--- config.mk ---
export PLATFORM = sky130hd
export DESIGN_NAME = dram_read_requester
export DESIGN_NICKNAME = d
export VERILOG_FILES = /design/src/rtl/dram_read_requester.sv
export SDC_FILE = /design/constraint.sdc
export NUM_CORES = 1
export LEC_CHECK = 0
export ABC_CLOCK_PERIOD_IN_PS = 6500
export CAP_MARGIN = 30
export CORE_AREA = 2 2 243 245
export CTS_CLUSTER_SIZE = 10
export DETAILED_ROUTE_END_ITERATION = 10
export DIE_AREA = 0 0 245 247
export PLACE_DENSITY = 0.42
export REMOVE_ABC_BUFFERS = 1
export SYNTH_ARGS = -nofsm -noshare
export SYNTH_HDL_FRONTEND = slang
export SYNTH_SLANG_ARGS = --single-unit
--- constraint.sdc ---
create_clock -name clk -period 6.5 [get_ports clk]
set_clock_uncertainty 0.15 [all_clocks]
set_input_delay 1.95 -clock clk [delete_from_list [all_inputs] [get_ports clk]]
set_output_delay 1.95 -clock clk [all_outputs]
set_load 0.02 [all_outputs]
--- src/rtl/dram_read_requester.sv ---
// dram_read_requester: AXI read initiator splitting a line-count command into 4 KB-safe bursts.
// Optional build macro DRAM_READ_RID_CHECK_EN adds a sticky err_out for beats with an unexpected RID.
module dram_read_requester #(
  parameter logic [7:0] AXI_ID    = 8'h00,
  parameter int         MAX_BURST = 16,
  parameter int         LEN_W     = 16
) (
  input  logic             clk,
  input  logic             rst,
  input  logic             req_valid_in,
  output logic             req_ready_out,
  input  logic [32:0]      req_addr_in,
  input  logic [LEN_W-1:0] req_lines_in,
  input  logic             axi_arready_in,
  output logic [7:0]       axi_arid_out,
  output logic [32:0]      axi_araddr_out,
  output logic [7:0]       axi_arlen_out,
  output logic             axi_arvalid_out,
  input  logic [7:0]       axi_rid_in,
  input  logic             axi_rvalid_in,
  input  logic [255:0]     axi_rdata_in,
  output logic             axi_rready_out,
  output logic             data_valid_out,
  output logic [255:0]     data_out,
  input  logic             data_ready_in,
  output logic             busy_out,
`ifdef DRAM_READ_RID_CHECK_EN
  output logic             err_out,
`endif
  output logic             done_out
);
  localparam logic [1:0] IDLE = 2'd0;
  localparam logic [1:0] ADDR = 2'd1;
  localparam logic [1:0] DATA = 2'd2;
  localparam logic [1:0] DONE = 2'd3;
  localparam logic [8:0] MB = 9'(MAX_BURST);

  logic [1:0]       state;
  logic [32:0]      addr;
  logic [LEN_W-1:0] remaining;
  logic [8:0]       beat_cnt;
  logic [32:0]      req_base;
  logic [32:0]      ld_addr;
  logic [LEN_W-1:0] ld_rem;
  logic [8:0]       ld_beats;
  logic             xfer;

  // Beats in the next burst: limited by work left, the burst cap and the distance to the 4 KB page end.
  function automatic logic [8:0] burst_beats(input logic [32:0] a, input logic [LEN_W-1:0] r);
    logic [8:0] to_4k;
    logic [8:0] cap;
    to_4k = 9'd128 - {2'b0, a[11:5]};
    cap   = (MB < to_4k) ? MB : to_4k;
    return (r < LEN_W'(cap)) ? 9'(r) : cap;
  endfunction

  assign req_base = {req_addr_in[32:5], 5'b0};
  assign xfer     = state == DATA && axi_rvalid_in && data_ready_in;
  // The next burst is computed from either the fresh command or the post-beat address/count.
  assign ld_addr  = (state == IDLE) ? req_base : addr + 33'd32;
  assign ld_rem   = (state == IDLE) ? req_lines_in : remaining - LEN_W'(1);
  assign ld_beats = burst_beats(ld_addr, ld_rem);

  assign axi_arid_out   = AXI_ID;
  assign req_ready_out  = state == IDLE && !rst;
  assign busy_out       = state == ADDR || state == DATA;
  assign done_out       = state == DONE;
  assign axi_rready_out = state == DATA && data_ready_in;
  assign data_valid_out = state == DATA && axi_rvalid_in;
  assign data_out       = (state == DATA) ? axi_rdata_in : '0;

  // Command sequencing: accept, issue one burst, drain its beats, repeat until the line count is exhausted.
  always_ff @(posedge clk or posedge rst) begin
    if (rst) begin
      state           <= IDLE;
      addr            <= '0;
      remaining       <= '0;
      beat_cnt        <= '0;
      axi_arvalid_out <= 1'b0;
      axi_araddr_out  <= '0;
      axi_arlen_out   <= '0;
    end else begin
      case (state)
        IDLE: if (req_valid_in) begin
          addr      <= req_base;
          remaining <= req_lines_in;
          if (req_lines_in == '0) state <= DONE;
          else begin
            state           <= ADDR;
            beat_cnt        <= ld_beats;
            axi_arvalid_out <= 1'b1;
            axi_araddr_out  <= ld_addr;
            axi_arlen_out   <= 8'(ld_beats - 9'd1);
          end
        end
        ADDR: if (axi_arready_in) begin
          axi_arvalid_out <= 1'b0;
          state           <= DATA;
        end
        DATA: if (xfer) begin
          addr      <= ld_addr;
          remaining <= ld_rem;
          beat_cnt  <= beat_cnt - 9'd1;
          if (beat_cnt == 9'd1) begin
            if (ld_rem == '0) state <= DONE;
            else begin
              state           <= ADDR;
              beat_cnt        <= ld_beats;
              axi_arvalid_out <= 1'b1;
              axi_araddr_out  <= ld_addr;
              axi_arlen_out   <= 8'(ld_beats - 9'd1);
            end
          end
        end
        default: state <= IDLE;
      endcase
    end
  end

`ifdef DRAM_READ_RID_CHECK_EN
  logic err_q;
  logic bad_beat;
  logic unused_bits;
  assign bad_beat    = xfer && axi_rid_in != AXI_ID;
  assign err_out     = err_q | bad_beat;
  assign unused_bits = ^req_addr_in[4:0];
  // Sticky RID error, flagged in the offending beat's own cycle and cleared by the next command.
  always_ff @(posedge clk or posedge rst) begin
    if (rst) err_q <= 1'b0;
    else if (state == IDLE && req_valid_in) err_q <= 1'b0;
    else if (bad_beat) err_q <= 1'b1;
  end
`else
  logic unused_bits;
  assign unused_bits = ^{req_addr_in[4:0], axi_rid_in};
`endif
endmodule

# Word level (Yosys, flattened, before mapping)

Index checks and enable logic that the tools add are counted.

Add/sub/neg operators: 5
Order comparisons: 2
Eq/ne operators: 10
Mux-type cells: 43
Reductions and logical operators: 16

Operators with widths:

| cell                    | number |
|---|---|
| $mux W33                | 8 |
| $mux W256               | 1 |
| $pmux W33 S2            | 2 |
| $mux W9                 | 7 |
| $mux W16                | 3 |
| $mux W8                 | 5 |
| $add A33 B6 Y33 const B | 1 |
| $logic_not A16 Y1       | 2 |
| $pmux W16 S2            | 1 |
| $pmux W9 S2             | 1 |
| $lt A16 B9 Y1           | 1 |
| $pmux W8 S2             | 1 |
| $sub A16 B1 Y16 const B | 1 |
| $mux W2                 | 6 |
| $ne A2 B2 Y1 const B    | 5 |
| $eq A9 B1 Y1 const B    | 1 |
| $lt A5 B9 Y1 const A    | 1 |
| $sub A8 B7 Y9 const A   | 1 |
| $sub A9 B1 Y9 const B   | 1 |
| $reduce_and A4 Y1       | 2 |
| $sub A8 B1 Y8 const B   | 1 |
| $reduce_and A7 Y1       | 1 |
| $mux W1                 | 6 |
| $pmux W2 S3             | 1 |
| 12 further kinds        | 16 |

Register bits after elaboration: 102
Input port bits: 319

# Depth between registers and ports, before layout

Depth after elaboration: 12
Gate-level depth with buffers: 26
Depth with buffers taken out: 25

# Worst setup path before layout

No wires, ideal clock.

Path type: in2reg
From: input req_addr_in[5]
To: register axi_arlen_out[6]
Library setup time: 0.133 ns
Arrival: 6.215 ns
Data required time: 6.217 ns
Setup slack: 0.001 ns
Stages on the path: 19
Buffers on the path: 0
Cell sequence: a21o_1 inv_1 ha_1 or4_1 a21oi_1 nor3_1 nor2_1 nand2_1 ha_1 or4_1 o21ai_2 nand2_1 a31oi_1 ha_1 inv_1 or4b_2 xnor2_1 mux2i_1 o21ai_0

Cells in the longest elaborated chain, start to end: 11

RTL lines:

| what                 | RTL line | RTL |
|---|---|---|
| start, declared      | 12       | `input logic [32:0] req_addr_in,` |
| $mux W33 *           | 60       | `assign ld_addr = (state == IDLE) ? req_base : addr + 33'd32;` |
| $sub A8 B7 Y9 *      | 52       | `to_4k = 9'd128 - {2'b0, a[11:5]};` |
| $lt A5 B9 Y1         | 53       | `cap = (MB < to_4k) ? MB : to_4k;` |
| $mux W9 *            | 53       |  |
| $lt A16 B9 Y1        | 54       | `return (r < LEN_W'(cap)) ? 9'(r) : cap;` |
| $mux W9 *            | 54       |  |
| $sub A8 B1 Y8 *      | 93, 111  |  |
| $mux W8              | 105      | `if (ld_rem == '0) state <= DONE;` |
| $mux W8              | 104      | `if (beat_cnt == 9'd1) begin` |
| $mux W8              | 100      | `DATA: if (xfer) begin` |
| $pmux W8 S2 *        | 83       | `case (state)` |
| end signal, assigned | 93       | `axi_arlen_out <= 8'(ld_beats - 9'd1);` |
| end signal, assigned | 111      | `axi_arlen_out <= 8'(ld_beats - 9'd1);` |
| end, declared        | 17       | `output logic [7:0] axi_arlen_out,` |

Every way passes the cells marked *; elsewhere a longest branch is shown, timed or not. The select of a mux whose other input is x is not followed.
A chain may end at the register's enable or synchronous reset.

# Final worst setup path

From: input req_addr_in[5]
To: register axi_arlen_out[4]

Same word-level chain as after synthesis.

==> metrics.cfg <==
[status]
status = finished clean

[logic_synthesis]
synthFlopType = dfrtp_1
synth_commonest_cells = 264 x and2_1, 102 x dfrtp_1, 89 x nand2_1, 89 x o21ai_0, 85 x nor2_1
synth_top_area_cell = dfrtp_1
synth_edf_count = 0
synth_top_area_share_pct = 30.1
yosysMostFrequentCell = and2_1
syn_inst = 1107
seq_area_frac_synth_pct = 30.1
synth_area_per_cell_um2 = 7.65
synth_cell_types = 75
syn_area_um2 = 8470
ys_ff_latch = 102
synth_async_sr_flop_share_pct = 100
ys_top_cells_by_area = dfrtp_1 30%, and2_1 19%, o21ai_0 5.3%, a21oi_1 4.2%, nand2_1 3.9%
synth_warnings = 0

[finish]
fin_cells = 2504
area_growth_pct = 90.9
drive_above_1_share_pct = 7.03
fin_nets = 2052
stdcell_area_um2 = 16200
nFillCells = 6279

[placed_design]
post_dp_cell_area_um2 = 15700
globalplace.congestion = 0.953
dp.cells = 2472
hpwlAfterDp_um = 60300
io_buffers = 608

[detailed_routing]
drt_pass1_iterations = 5
ant_nets = 0
drt_wl_total_um = 69800
wl_per_cell_um = 27.9
drt-initial-drc-count = 458
num_vias = 10500
remaining_drc_errors = 0
via_per_inst = 4.21

[critical_path]
cp_slowest_cell = or4_4
crit_type = input port to register
reg2reg_depth = 24
end_kind = register
path_common_cell = buf_4
cp_max_fo = 4
cp-start-kind = input port
required_ns = 6.58
ff2ff_setup_slack_ns = 1.20
worstPathArrival_ns = 6.42
path_cells = clkdlybuf4s50_1 > a21o_1 > inv_1 > ha_1 > or4_4 > a21oi_4 > nor3_4 > nor2_1 > nand2_1 > ha_1 > or4_4 > buf_4 > o21a_1 > nor2_1 > a21oi_1 > ha_2 > buf_4 > buf_4 > o31ai_1 > a21oi_1 > o211a_1 > a211o_1
regToRegEndpoint = axi_arlen_out[4]$_DFFE_PP0P_
max_stage_delay_ns = 0.56
r2r-start = state[0]$_DFFE_PP0P_

[global_routing]
first_global_vias = 10700
grt_pass1_wl_um = 92900
track_usage_pct = 22.4
antenna_found_initial = 38
grt_max_degree = 85
overflow = 0

[cts]
clkLatencyLatePin_ns = 0.36
cts-root-buf = clkbuf_16
cts_tree = built
clk_pin_slew_ns = 0.07
numCtsBuffers = 9
cts.sinks = 102
holdBufCountCts = 0
cts_buffer_depth = 2
htreeDepth = 3

[sta]
worst_pin_slew_ns = 0.942
hold_viol = 0
max_freq_mhz = 158
relSlewSlack_pct = 36.7
slew_violations = 0
finalSetupViolCount = 0
period_share_pct = 97.5
period_needed_ns = 6.34

[power_and_ir_drop]
ir_worst_vdd_mv = 0.154
p_leak_uw = 0.00620
power_density_nw_per_um2 = 422

[hold_path]
min_to = axi_araddr_out[30]$_DFFE_PP0P_
worstHoldStart = axi_araddr_out[30]$_DFFE_PP0P_
hold_path_depth = 2
min_path_type = register to register

[floorplan]
rows = 89
io_pins = 630
die_area_um2 = 60500
start_util_pct = 14.5
die_w_um = 245
coreArea_um2 = 58200
die_h_um = 247

[job]
max_cap_viol_count = 0

## metrics by stage
step	hold slack, ns	setup slack (ns)	utilization (%)	TNS (ns)	power, uW
2_1_floorplan	0.304	-0.445	-	-0.445	3680
3_3_place_gp	0.318	-0.401	26.9	-0.558	6040
3_5_place_dp	0.320	-0.484	26.9	-0.690	6070
4_1_cts	0.336	0.00255	27.6	0	6800
5_1_grt	0.358	-0.0138	27.7	-0.0138	7340
6_report	0.335	0.165	27.8	0	6830
## cell usage in the layout, fill, tap and decap left out, drive strengths merged, types with 15 or more instances in the layout
cell / Yosys / routed
nor3: 19 / 19
nor2: 87 / 87
and2: 264 / 264
ha: 18 / 18
clkdlybuf4s50: 0 / 608
buf: 28 / 65
xnor2: 29 / 29
a21oi: 71 / 71
nand2: 90 / 90
nand3: 29 / 29
nor4: 15 / 15
o21ai: 93 / 93
dfrtp: 102 / 102
inv: 29 / 29
## worst max path at each step
stage                               startpoint                            to  slack, ns  cells past startpoint
final                           req_addr_in[5]  axi_arlen_out[4]$_DFFE_PP0P_       0.16                     22
after global routing            req_addr_in[5]  axi_arlen_out[6]$_DFFE_PP0P_      -0.01                     22
after CTS                       req_addr_in[5]  axi_arlen_out[6]$_DFFE_PP0P_      0.003                     22
after detailed placement        req_addr_in[5]  axi_arlen_out[6]$_DFFE_PP0P_      -0.48                     22
after global placement          req_addr_in[5]  axi_arlen_out[6]$_DFFE_PP0P_      -0.40                     22
after floorplan           state[0]$_DFFE_PP0P_  axi_arlen_out[6]$_DFFE_PP0P_      -0.44                     20
## per-layer routing
metal | up-vias | global-route usage [%] | share of wire [%]
met1 | 5117 | 25.2 | 39
met5 | - | 0 | 0.083
met4 | 10 | 4.45 | 2.1
met3 | 46 | 6.54 | 7.2
met2 | 380 | 41.8 | 52
li1 | 4977 | - | -
## cell families (layout without fill, tap and decap cells)
family                   Yosys count  after routing  synth area share, %
AO/OA/AOI/OAI                    256            256                 18.6
buffers and inverters            114            718                 5.92
XOR/XNOR                          40             40                 4.14
adder cells (fa/ha/maj)           18             18                 2.66
multiplexers                      11             11                 1.51
AND/OR/NAND/NOR                  564            564                 36.9
other                              2             22               0.0887
flip-flops                       102            102                 30.1
## state kept, by name (all words and copies together), names as in the netlist
name	count
addr	33
axi_araddr_out	33
axi_arlen_out	8
axi_arvalid_out	1
beat_cnt	9
remaining	16
state	2
## critical path: cells and delay by family
| kind | cells | cell delay (ns) |
|---|---|---|
| simple gates | 6 | 1.53 |
| compound gates | 8 | 1.26 |
| buf+inv | 5 | 0.96 |
| fa+ha+maj | 3 | 0.71 |
## power breakdown
part	internal, uW	switching, uW
Sequential	922	310
Clock	389	270
Combinational	2140	2790
Total	3450	3370
## timing repair
item,in CTS,in global routing
gates resized for setup,5,12
pin swaps,3,7
setup endpoints to repair,1,2
buffers inserted,1,4
## area by class of cell
class | count | area, um2 | area share [%]
Clock buffer | 11 | 243 | 1.50
Antenna cell | 11 | 27.5 | 0.170
Tap cell | 773 | 967 | 5.98
Clock inverter | 5 | 106 | 0.658
Inverter | 29 | 111 | 0.689
Sequential cell | 102 | 2550 | 15.8
Multi-Input combinational cell | 900 | 5560 | 34.4
Timing Repair Buffer | 673 | 6610 | 40.9
(Power assumes the default switching activity.)
